### config.mk
export PLATFORM = sky130hd
export DESIGN_NAME = downcount_timer_flat
export DESIGN_NICKNAME = d
export VERILOG_FILES = /design/src/rtl/downcount_timer_pkg.sv /design/src/rtl/downcount_timer_if.sv /design/src/rtl/downcount_timer_tick_prescaler.sv /design/src/rtl/downcount_timer.sv /design/src/flat_wrapper.sv
export SDC_FILE = /design/constraint.sdc
export NUM_CORES = 1
export LEC_CHECK = 0
export CELL_PAD_IN_SITES_DETAIL_PLACEMENT = 1
export CELL_PAD_IN_SITES_GLOBAL_PLACEMENT = 2
export CORE_ASPECT_RATIO = 1.4
export CORE_MARGIN = 2
export CORE_UTILIZATION = 29
export CTS_CLUSTER_SIZE = 25
export DETAILED_ROUTE_END_ITERATION = 8
export PLACE_DENSITY_LB_ADDON = 0.1
export SLEW_MARGIN = 20
export SYNTH_ARGS = -nofsm -noshare
export SYNTH_HDL_FRONTEND = slang
export SYNTH_SLANG_ARGS = --single-unit
### constraint.sdc
create_clock -name clk -period 3.07 [get_ports clk]
set_input_delay 0.614 -clock clk [delete_from_list [all_inputs] [get_ports clk]]
set_output_delay 0.614 -clock clk [all_outputs]
set_load 0.01 [all_outputs]
### src/rtl/downcount_timer_pkg.sv
// downcount_timer_pkg
//   Shared types and defaults for the downcount_timer block.
//   - state_t              : controller state (IDLE, RUN)
//   - DEFAULT_WIDTH        : default counter width
//   - DEFAULT_PRESCALE_DIV : default cycles per decrement when the prescaler
//                            is compiled in (DOWNCOUNT_PRESCALE_EN)
//   - DEFAULT_MAX_COUNT    : largest start value at DEFAULT_WIDTH
package downcount_timer_pkg;

  typedef enum logic {
    IDLE = 1'b0,
    RUN  = 1'b1
  } state_t;

  localparam int unsigned DEFAULT_WIDTH        = 4;
  localparam int unsigned DEFAULT_PRESCALE_DIV = 4;
  localparam int unsigned DEFAULT_MAX_COUNT    = (1 << DEFAULT_WIDTH) - 1;

endpackage

### src/rtl/downcount_timer_if.sv
// downcount_timer_if
//   Load handshake bundle for downcount_timer.
//   Signals:
//     load_valid  : start request (master -> slave)
//     load_ready  : slave can accept a load (slave -> master)
//     load_value  : start count, WIDTH bits (master -> slave)
//     auto_reload : run mode, 1 = reload after terminal (master -> slave)
//   Modports: master (requester), slave (timer).
interface downcount_timer_if #(
  parameter int unsigned WIDTH = 4
);

  logic             load_valid;
  logic             load_ready;
  logic [WIDTH-1:0] load_value;
  logic             auto_reload;

  modport master (
    output load_valid,
    output load_value,
    output auto_reload,
    input  load_ready
  );

  modport slave (
    input  load_valid,
    input  load_value,
    input  auto_reload,
    output load_ready
  );

endinterface

### src/rtl/downcount_timer_tick_prescaler.sv
// tick_prescaler
//   Modulo-PRESCALE_DIV cycle counter producing one tick per PRESCALE_DIV
//   un-held cycles. Used by downcount_timer only when DOWNCOUNT_PRESCALE_EN
//   is defined.
//   Ports:
//     clk    : clock, all state on posedge
//     rst    : synchronous active-high reset
//     clr_i  : synchronous clear of the phase counter
//     hold_i : freezes the phase counter and suppresses tick
//     tick_o : high in the cycle the counter sits at its terminal value
module tick_prescaler #(
  parameter int unsigned PRESCALE_DIV = 4
) (
  input  logic clk,
  input  logic rst,
  input  logic clr_i,
  input  logic hold_i,
  output logic tick_o
);

  localparam int unsigned CW = (PRESCALE_DIV > 2) ? $clog2(PRESCALE_DIV) : 1;
  localparam logic [CW-1:0] TERM = CW'(PRESCALE_DIV - 1);

  logic [CW-1:0] cnt_q, cnt_d;
  logic          at_term;

  assign at_term = (cnt_q == TERM);
  assign tick_o  = at_term && !hold_i;

  always_comb begin
    cnt_d = cnt_q;
    if (clr_i) begin
      cnt_d = '0;
    end else if (!hold_i) begin
      cnt_d = at_term ? '0 : cnt_q + CW'(1);
    end
  end

  always_ff @(posedge clk) begin
    if (rst) begin
      cnt_q <= '0;
    end else begin
      cnt_q <= cnt_d;
    end
  end

endmodule

### src/rtl/downcount_timer.sv
// downcount_timer
//   Loadable down-counter / timer. A start value is accepted over a
//   valid/ready handshake; the block counts to zero and emits a one-cycle
//   done pulse at terminal count, either once (one-shot) or repeatedly
//   (auto-reload). Optional prescaler: define DOWNCOUNT_PRESCALE_EN to
//   decrement once per PRESCALE_DIV unpaused RUN cycles.
//   Ports:
//     clk     : clock, all state on posedge
//     rst     : synchronous active-high reset
//     load_if : load handshake (slave modport of downcount_timer_if)
//     pause   : freezes counting (and prescaler) while high
//     abort   : stops a run without done; blocks a load in IDLE
//     count   : current count, registered
//     busy    : high while running
//     done    : one-cycle registered terminal pulse
module downcount_timer
  import downcount_timer_pkg::*;
#(
  parameter int unsigned WIDTH        = DEFAULT_WIDTH,
  parameter int unsigned PRESCALE_DIV = DEFAULT_PRESCALE_DIV
) (
  input  logic                  clk,
  input  logic                  rst,
  downcount_timer_if.slave      load_if,
  input  logic                  pause,
  input  logic                  abort,
  output logic [WIDTH-1:0]      count,
  output logic                  busy,
  output logic                  done
);

  if (PRESCALE_DIV < 2) begin : g_bad_div
    $error("downcount_timer: PRESCALE_DIV must be at least 2");
  end

  state_t           state_q, state_d;
  logic [WIDTH-1:0] count_q, count_d;
  logic [WIDTH-1:0] reload_q, reload_d;
  logic             ar_q, ar_d;
  logic             busy_q, busy_d;
  logic             done_q, done_d;
  logic             load_ready;
  logic             tick;

  assign load_ready         = (state_q == IDLE) && !abort;
  assign load_if.load_ready = load_ready;

`ifdef DOWNCOUNT_PRESCALE_EN
  // Clearing for the whole of IDLE covers both the handshake and the abort
  // that leads back to IDLE; a reload needs no clear because the prescaler
  // has just wrapped to zero on the tick that caused it.
  logic presc_clr;
  assign presc_clr = (state_q == IDLE) || abort;

  tick_prescaler #(
    .PRESCALE_DIV(PRESCALE_DIV)
  ) u_tick_prescaler (
    .clk   (clk),
    .rst   (rst),
    .clr_i (presc_clr),
    .hold_i(pause),
    .tick_o(tick)
  );
`else
  assign tick = 1'b1;
`endif

  always_comb begin
    state_d  = state_q;
    count_d  = count_q;
    reload_d = reload_q;
    ar_d     = ar_q;
    busy_d   = busy_q;
    done_d   = 1'b0;

    unique case (state_q)
      IDLE: begin
        if (load_if.load_valid && load_ready) begin
          count_d  = load_if.load_value;
          reload_d = load_if.load_value;
          ar_d     = load_if.auto_reload;
          if (load_if.load_value != '0) begin
            state_d = RUN;
            busy_d  = 1'b1;
          end else begin
            done_d  = 1'b1;
          end
        end
      end

      RUN: begin
        if (abort) begin
          state_d = IDLE;
          count_d = '0;
          busy_d  = 1'b0;
        end else if (tick && !pause) begin
          if (count_q > WIDTH'(1)) begin
            count_d = count_q - WIDTH'(1);
          end else if (ar_q) begin
            count_d = reload_q;
            done_d  = 1'b1;
          end else begin
            state_d = IDLE;
            count_d = '0;
            busy_d  = 1'b0;
            done_d  = 1'b1;
          end
        end
      end

      default: begin
        state_d = IDLE;
      end
    endcase
  end

  always_ff @(posedge clk) begin
    if (rst) begin
      state_q  <= IDLE;
      count_q  <= '0;
      reload_q <= '0;
      ar_q     <= 1'b0;
      busy_q   <= 1'b0;
      done_q   <= 1'b0;
    end else begin
      state_q  <= state_d;
      count_q  <= count_d;
      reload_q <= reload_d;
      ar_q     <= ar_d;
      busy_q   <= busy_d;
      done_q   <= done_d;
    end
  end

  assign count = count_q;
  assign busy  = busy_q;
  assign done  = done_q;

endmodule

### src/flat_wrapper.sv
// flat-port wrapper written by rule: the top's interface ports become plain ports
module downcount_timer_flat import downcount_timer_pkg::*;
#(
  parameter int unsigned WIDTH        = DEFAULT_WIDTH,
  parameter int unsigned PRESCALE_DIV = DEFAULT_PRESCALE_DIV
)
  (clk, rst, pause, abort, count, busy, done, load_if_load_valid, load_if_load_value, load_if_auto_reload, load_if_load_ready);
  downcount_timer_if #(.WIDTH(WIDTH)) load_if_i ();
  input  logic clk;
  input  logic rst;
  input  logic pause;
  input  logic abort;
  output logic [WIDTH-1:0] count;
  output logic busy;
  output logic done;
  input wire logic [$bits(load_if_i.load_valid)-1:0] load_if_load_valid;
  input wire logic [$bits(load_if_i.load_value)-1:0] load_if_load_value;
  input wire logic [$bits(load_if_i.auto_reload)-1:0] load_if_auto_reload;
  output wire logic [$bits(load_if_i.load_ready)-1:0] load_if_load_ready;
  assign load_if_i.load_valid = load_if_load_valid;
  assign load_if_i.load_value = load_if_load_value;
  assign load_if_i.auto_reload = load_if_auto_reload;
  assign load_if_load_ready = load_if_i.load_ready;
  downcount_timer #(.WIDTH(WIDTH), .PRESCALE_DIV(PRESCALE_DIV)) u_core (.clk(clk), .rst(rst), .load_if(load_if_i), .pause(pause), .abort(abort), .count(count), .busy(busy), .done(done));
endmodule
==> impl_metrics.yaml <==
clocking:
  cts_setup_buffers: 0
  cts.sink_count: 12
  cts_tree: "yes"
  clkLatencyLatePin_ns: 0.29
  cts_buffers: 3
  root_buffer: "clkbuf_4"
  clk_transition_reported_paths_ns: 0.09
  ctsResizeCount: 0
  clockBufferDepth: 2
  htree_levels: 1
  hold_buffers: 0
floorplanning:
  die_area_mm2: 0.00280
  pin_count: 17
  coreArea_mm2: 0.00223
  start_util_pct: 31.1
  dieHeight_um: 61.8
  die_w_um: 45.3
  rows: 20
sta:
  final.setup_skew_ns: 0.00400
  relSlewSlack_pct: 66.0
  setup_tns_ns: 0
  clock.fmax_mhz: 418
  fin_ws_ns: 0.680
  slew_viol_final: 0
  hold_viol_final: 0
  max_slew.worst_pin.slew_ns: 0.508
  setup_viol: 0
  rsz0062_at_grt: "false"
  holdWs_ns: 0.460
  finalCritPeriodShare_pct: 77.9
  layout_min_cycle_time_ns: 2.39
yosys:
  synth_top_cell_area_share_pct: 34.7
  synth.area.top_cells: "dfxtp_1, mux2i_1, nor2_1, nand2b_1, a21oi_1"
  ys.warnings.count: 0
  yosysTopAreaCell: "dfxtp_1"
  syn_area_um2: 692
  avgSynthCellArea_um2: 8.44
  synth_nets: 94
  ys_ff_latch: 12
  syn_inst: 82
  ys_types: 31
  yosysSeqAreaShare_pct: 34.7
power_and_ir_drop:
  p_int_uw: 292
  power.density_mw_per_mm2: 466
  p_leak_uw: 0.000319
  switchingPower_uw: 126
  clock_power_share_pct: 32.3
  combPwrFrac_pct: 25.4
  p_seq_share_pct: 42.3
  vdd_drop_max_uv: 256
  switching_share_pct: 30.2
worst_hold_path:
  whs_path_depth: 2
  min_to: "u_core.busy"
  hold_start: "u_core.busy"
  hp-class: "reg -> reg"
placed_design:
  pre_cts_ws_ns: 0.677
  dp.cells: 118
  post-dp-hpwl_mm: 1.32
  gp_congestion: 0.691
  dpl_cell_area_um2: 861
  portBuffers: 16
global_route:
  grt_pass1_vias: 668
  antenna_found_initial: 0
  overflow: 0
  grt_pass1_wl_mm: 3.02
  grt_usage_pct: 15.2
  grt_max_degree: 13
layout:
  drive_gt1_share_pct: 10.0
  final_cell_count_no_fill: 122
  area_growth_pct: 29.7
  multi_input_area_um2: 410
  fillCellCount: 287
  fin_area_um2: 897
  fin_nets: 113
  antennaDiodeCount: 0
  seq_area_um2: 240
routing:
  drcViolationCount: 0
  drt_wl_total_mm: 1.70
  post_drt_via_cell_ratio: 5.22
  drt_first_pass_iters: 3
  dr_wl_met3_um: 39
  wl_per_cell_um: 13.9
  routed.top_layer: "met4"
  route.layer.met1.wl_um: 754
  drt_iter0_drc: 5
  vias: 637
  antenna_left: 0
  met2_length_um: 857
worst_setup_path:
  cp.arrival_ns: 1.78
  reg2reg_depth: 6
  cp-start-kind: "input pin"
  r2r_slack_ns: 1.39
  critPathRequiredTime_ns: 2.46
  endpoint_kind: "output port"
  crit_fanout: 6
  timing.rr.end: "u_core.busy"
  r2r_start: "u_core.count[0]"
  critPathKind: "in -> out"
outcome:
  outcome: "finished, final reports clean"
job:
  maxCapViolCount: 0
==> cell type report <==
class                      instances  area share (%)
inverter                           4            1.67
clock buffer                       4            4.04
timing repair buffer              17            18.7
multi-input combinational         63            45.7
sequential                        12            26.8
tap                               22            3.07
==> synth_stat cells <==
master / count
or2_2: 1
nor2_1: 12
xnor2_1: 1
a21oi_1: 6
nand3_1: 1
nor3_1: 4
nand2b_1: 6
ha_1: 2
a311oi_1: 2
nor4_1: 2
buf_6: 2
a31oi_1: 1
nor2b_1: 1
o21a_1: 1
nor4b_1: 1
or2_1: 1
o21ai_0: 3
nand2_1: 4
mux2i_1: 5
inv_1: 4
a211oi_2: 1
or2_0: 1
dfxtp_1: 12
o21ai_1: 1
a21o_4: 1
or3_1: 1
a311oi_2: 1
clkbuf_1: 1
nor3b_2: 1
a22oi_1: 1
a211oi_1: 1
==> power by group through the flow <==
stage	clock, uW	combinational [uW]	sequential [uW]
floorplan	0	65.6	180
global placement	0	106	180
detailed placement	0	107	181
CTS	138	108	177
global route	142	119	179
finish	135	106	177
==> state kept, by name, indices dropped and copies added (netlist names) <==
register         cells
u_core.count         4
u_core.reload_q      4
u_core.busy          1
u_core.done          1
u_core.ar_q          1
u_core.state_q       1
==> worst max-delay path by stage <==
stage,from,endpoint,slack [ns],cells past startpoint
detailed placement,abort,load_if_load_ready,0.68,3
finish,abort,load_if_load_ready,0.68,3
floorplan,u_core.count[0],u_core.count[0],1.52,6
global placement,abort,load_if_load_ready,0.69,3
global route,abort,load_if_load_ready,0.61,3
CTS,abort,load_if_load_ready,0.66,3
==> cell usage in the layout, fill, tap and decap left out, drive strengths merged <==
master          n
o21ai           4
nand2           4
clkbuf          4
nor3            4
buf             1
nand3           1
nor4            2
a22oi           1
a21o            1
inv             4
clkdlybuf4s50  16
nor3b           1
nand2b          6
dfxtp          12
mux2i           5
or3             1
ha              2
a211oi          2
nor2           12
a311oi          3
nor4b           1
o21a            1
a31oi           1
nor2b           1
xnor2           1
or2             3
a21oi           6
==> worst max-delay path, stage by stage <==
cell             delay [ns]
clkdlybuf4s50_1        0.50
nor2_1                 0.12
clkdlybuf4s50_1        0.54
==> metrics by stage <==
step / util [%] / total power [uW]
after floorplan: - / 246
after global placement: 38.7 / 287
after detailed placement: 38.7 / 288
after CTS: 40.3 / 424
after global routing: 40.3 / 440
final: 40.3 / 418
==> layer usage <==
layer,GRT usage (%),vias up
met1,18.0,295
met5,0,-
met3,1.73,5
met4,10.1,0
met2,25.5,13
li1,-,324
==> logic make-up after synthesis <==
group | count (synthesis) | share of synthesized area (%)
AND/OR/NAND/NOR | 36 | 27.1
AO/OA/AOI/OAI | 19 | 20.1
flip-flops | 12 | 34.7
buffers and inverters | 7 | 5.97
multiplexers | 5 | 7.23
adder cells (fa/ha/maj) | 2 | 3.62
XOR/XNOR | 1 | 1.27
No activity file was read; power rests on OpenSTA's default activity.
==> edit, RTL diff (same flow settings) <==
Build with the macro `DOWNCOUNT_PRESCALE_EN` defined.
--- a/src/rtl/downcount_timer.sv
+++ b/src/rtl/downcount_timer.sv
@@ -13,6 +13,8 @@
 //     count   : current count, registered
 //     busy    : high while running
 //     done    : one-cycle registered terminal pulse
+`define DOWNCOUNT_PRESCALE_EN
+
 module downcount_timer
   import downcount_timer_pkg::*;
 #(
Function: changed (a bounded check fails within 4 cycles, from zero or initial values and one cycle with rst high).
==> edit against the unedited design <==
- die area increased by 8.0%
- via count increased by 6.1%
- design area increased by 6.6%
- area after synthesis increased by 8.7%
- largest power group unchanged
- setup slack improved by 27 ps
- non-clock buffer count decreased by 1
- clock power decreased by 24%
- power decreased by 3.5%
- sequential cell count increased by 2
- wire length increased by 10%
==> edit: results (changes against the unedited design) <==
number of distinct library cells after synthesis: 33 (was 31)
first-pass GRT wire length: 3310 um (was 3020 um)
Syn. warnings: 0 (unchanged)
synth cell count leaders: 14 x dfxtp_1, 12 x nor2_1, 6 x a21oi_1, 6 x mux2i_1, 5 x nand2b_1 (was 12 x dfxtp_1, 12 x nor2_1, 6 x a21oi_1, 6 x nand2b_1, 5 x mux2i_1)
outcome: finished, final reports clean (unchanged)
Worst EP arrival: 1750 ps (was 1780 ps)
register area share after synthesis: 37.3% (was 34.7%)
vias: 676 (was 637)
CP max FO: 5 (was 6)
Initial DRC Count: 2 (was 5)
GPL Wtd Cong: 0.728 (was 0.691)
DP Worst Slack: 700 ps (was 677 ps)
Nets: 116 (was 113)
R2R Setup Slk: 1190 ps (was 1390 ps)
peak supply drop: 0.157 mV (was 0.256 mV)
worst-skew pair later-pin latency: 270 ps (was 290 ps)
largest cells by area after synthesis: dfxtp_1 37%, mux2i_1 8.0%, nor2_1 6.0%, ha_1 5.0%, a311oi_1 4.7% (was dfxtp_1 35%, mux2i_1 7.2%, nor2_1 6.5%, nand2b_1 5.4%, a21oi_1 4.3%)
relative slew slack: 61.8% (was 66.0%)
share of layout cells above drive strength 1: 7.92% (was 10.0%)
ANT nets after route: 0 (unchanged)
Leak: 0.343 nW (was 0.319 nW)
Root Buffer: clkbuf_4 (unchanged)
Synthesized Nets: 99 (was 94)
worst r2r dst: u_core.count[3]$_SDFFE_PP0P_ (was u_core.busy$_SDFFE_PP0P_)
HPWL Detailed: 1450 um (was 1320 um)
largest net degree at the start of global routing: 15 (was 13)
DR pass1 iterations: 4 (was 3)
total track usage: 14.9% (was 15.2%)
Hold EP: u_core.busy$_SDFFE_PP0P_ (unchanged)
wire per inst: 13.9 um (about the same)
ANT cells: 0 (unchanged)
final worst slack: 707 ps (was 680 ps)
-- edit: per-stage QoR --
step	power (W)	utilization, %	cells	instance area (um2)	hold slack, ps
6_report	0.000404	39.5	135	956	472
3_5_place_dp	0.000307	38.6	132	933	460
3_3_place_gp	0.000305	38.6	132	933	461
4_1_cts	0.000412	39.5	135	956	475
5_1_grt	0.000434	39.5	135	956	502
2_1_floorplan	0.000265	-	86	752	452
-- edit: logic make-up after synthesis --
logic type,after synthesis,synth area share (%)
XOR/XNOR,1,1.16
AO/OA/AOI/OAI,21,20.0
flip-flops,14,37.3
buffers and inverters,8,4.82
multiplexers,6,7.99
adder cells (fa/ha/maj),3,4.99
AND/OR/NAND/NOR,33,23.8
-- edit: layout make-up --
| cell class | count | area (um2) |
|---|---|---|
| Fill cell | 299 | 1460 |
| Multi-Input combinational cell | 64 | 435 |
| Tap cell | 34 | 42.5 |
| Sequential cell | 14 | 280 |
| Timing Repair Buffer | 16 | 160 |
| Inverter | 4 | 15.0 |
| Clock buffer | 3 | 22.5 |
-- edit: power breakdown --
group,switching [W],leakage (nW),internal [W]
clock network,0.0000571,0.0138,0.0000454
registers,0.0000130,0.115,0.000192
logic,0.0000475,0.215,0.0000489
total,0.000118,0.343,0.000286
-- edit: worst max-delay path: cells and delay by family --
family                 cells  cell delay [ps]
buffers and inverters      2             1010
AND/OR/NAND/NOR            1              120
-- edit: routing by layer --
metal	share of wire [%]	global-route usage [%]
met5	0	0
met4	1.6	5.21
met3	3.1	3.39
met2	49	23.5
met1	46	19.1
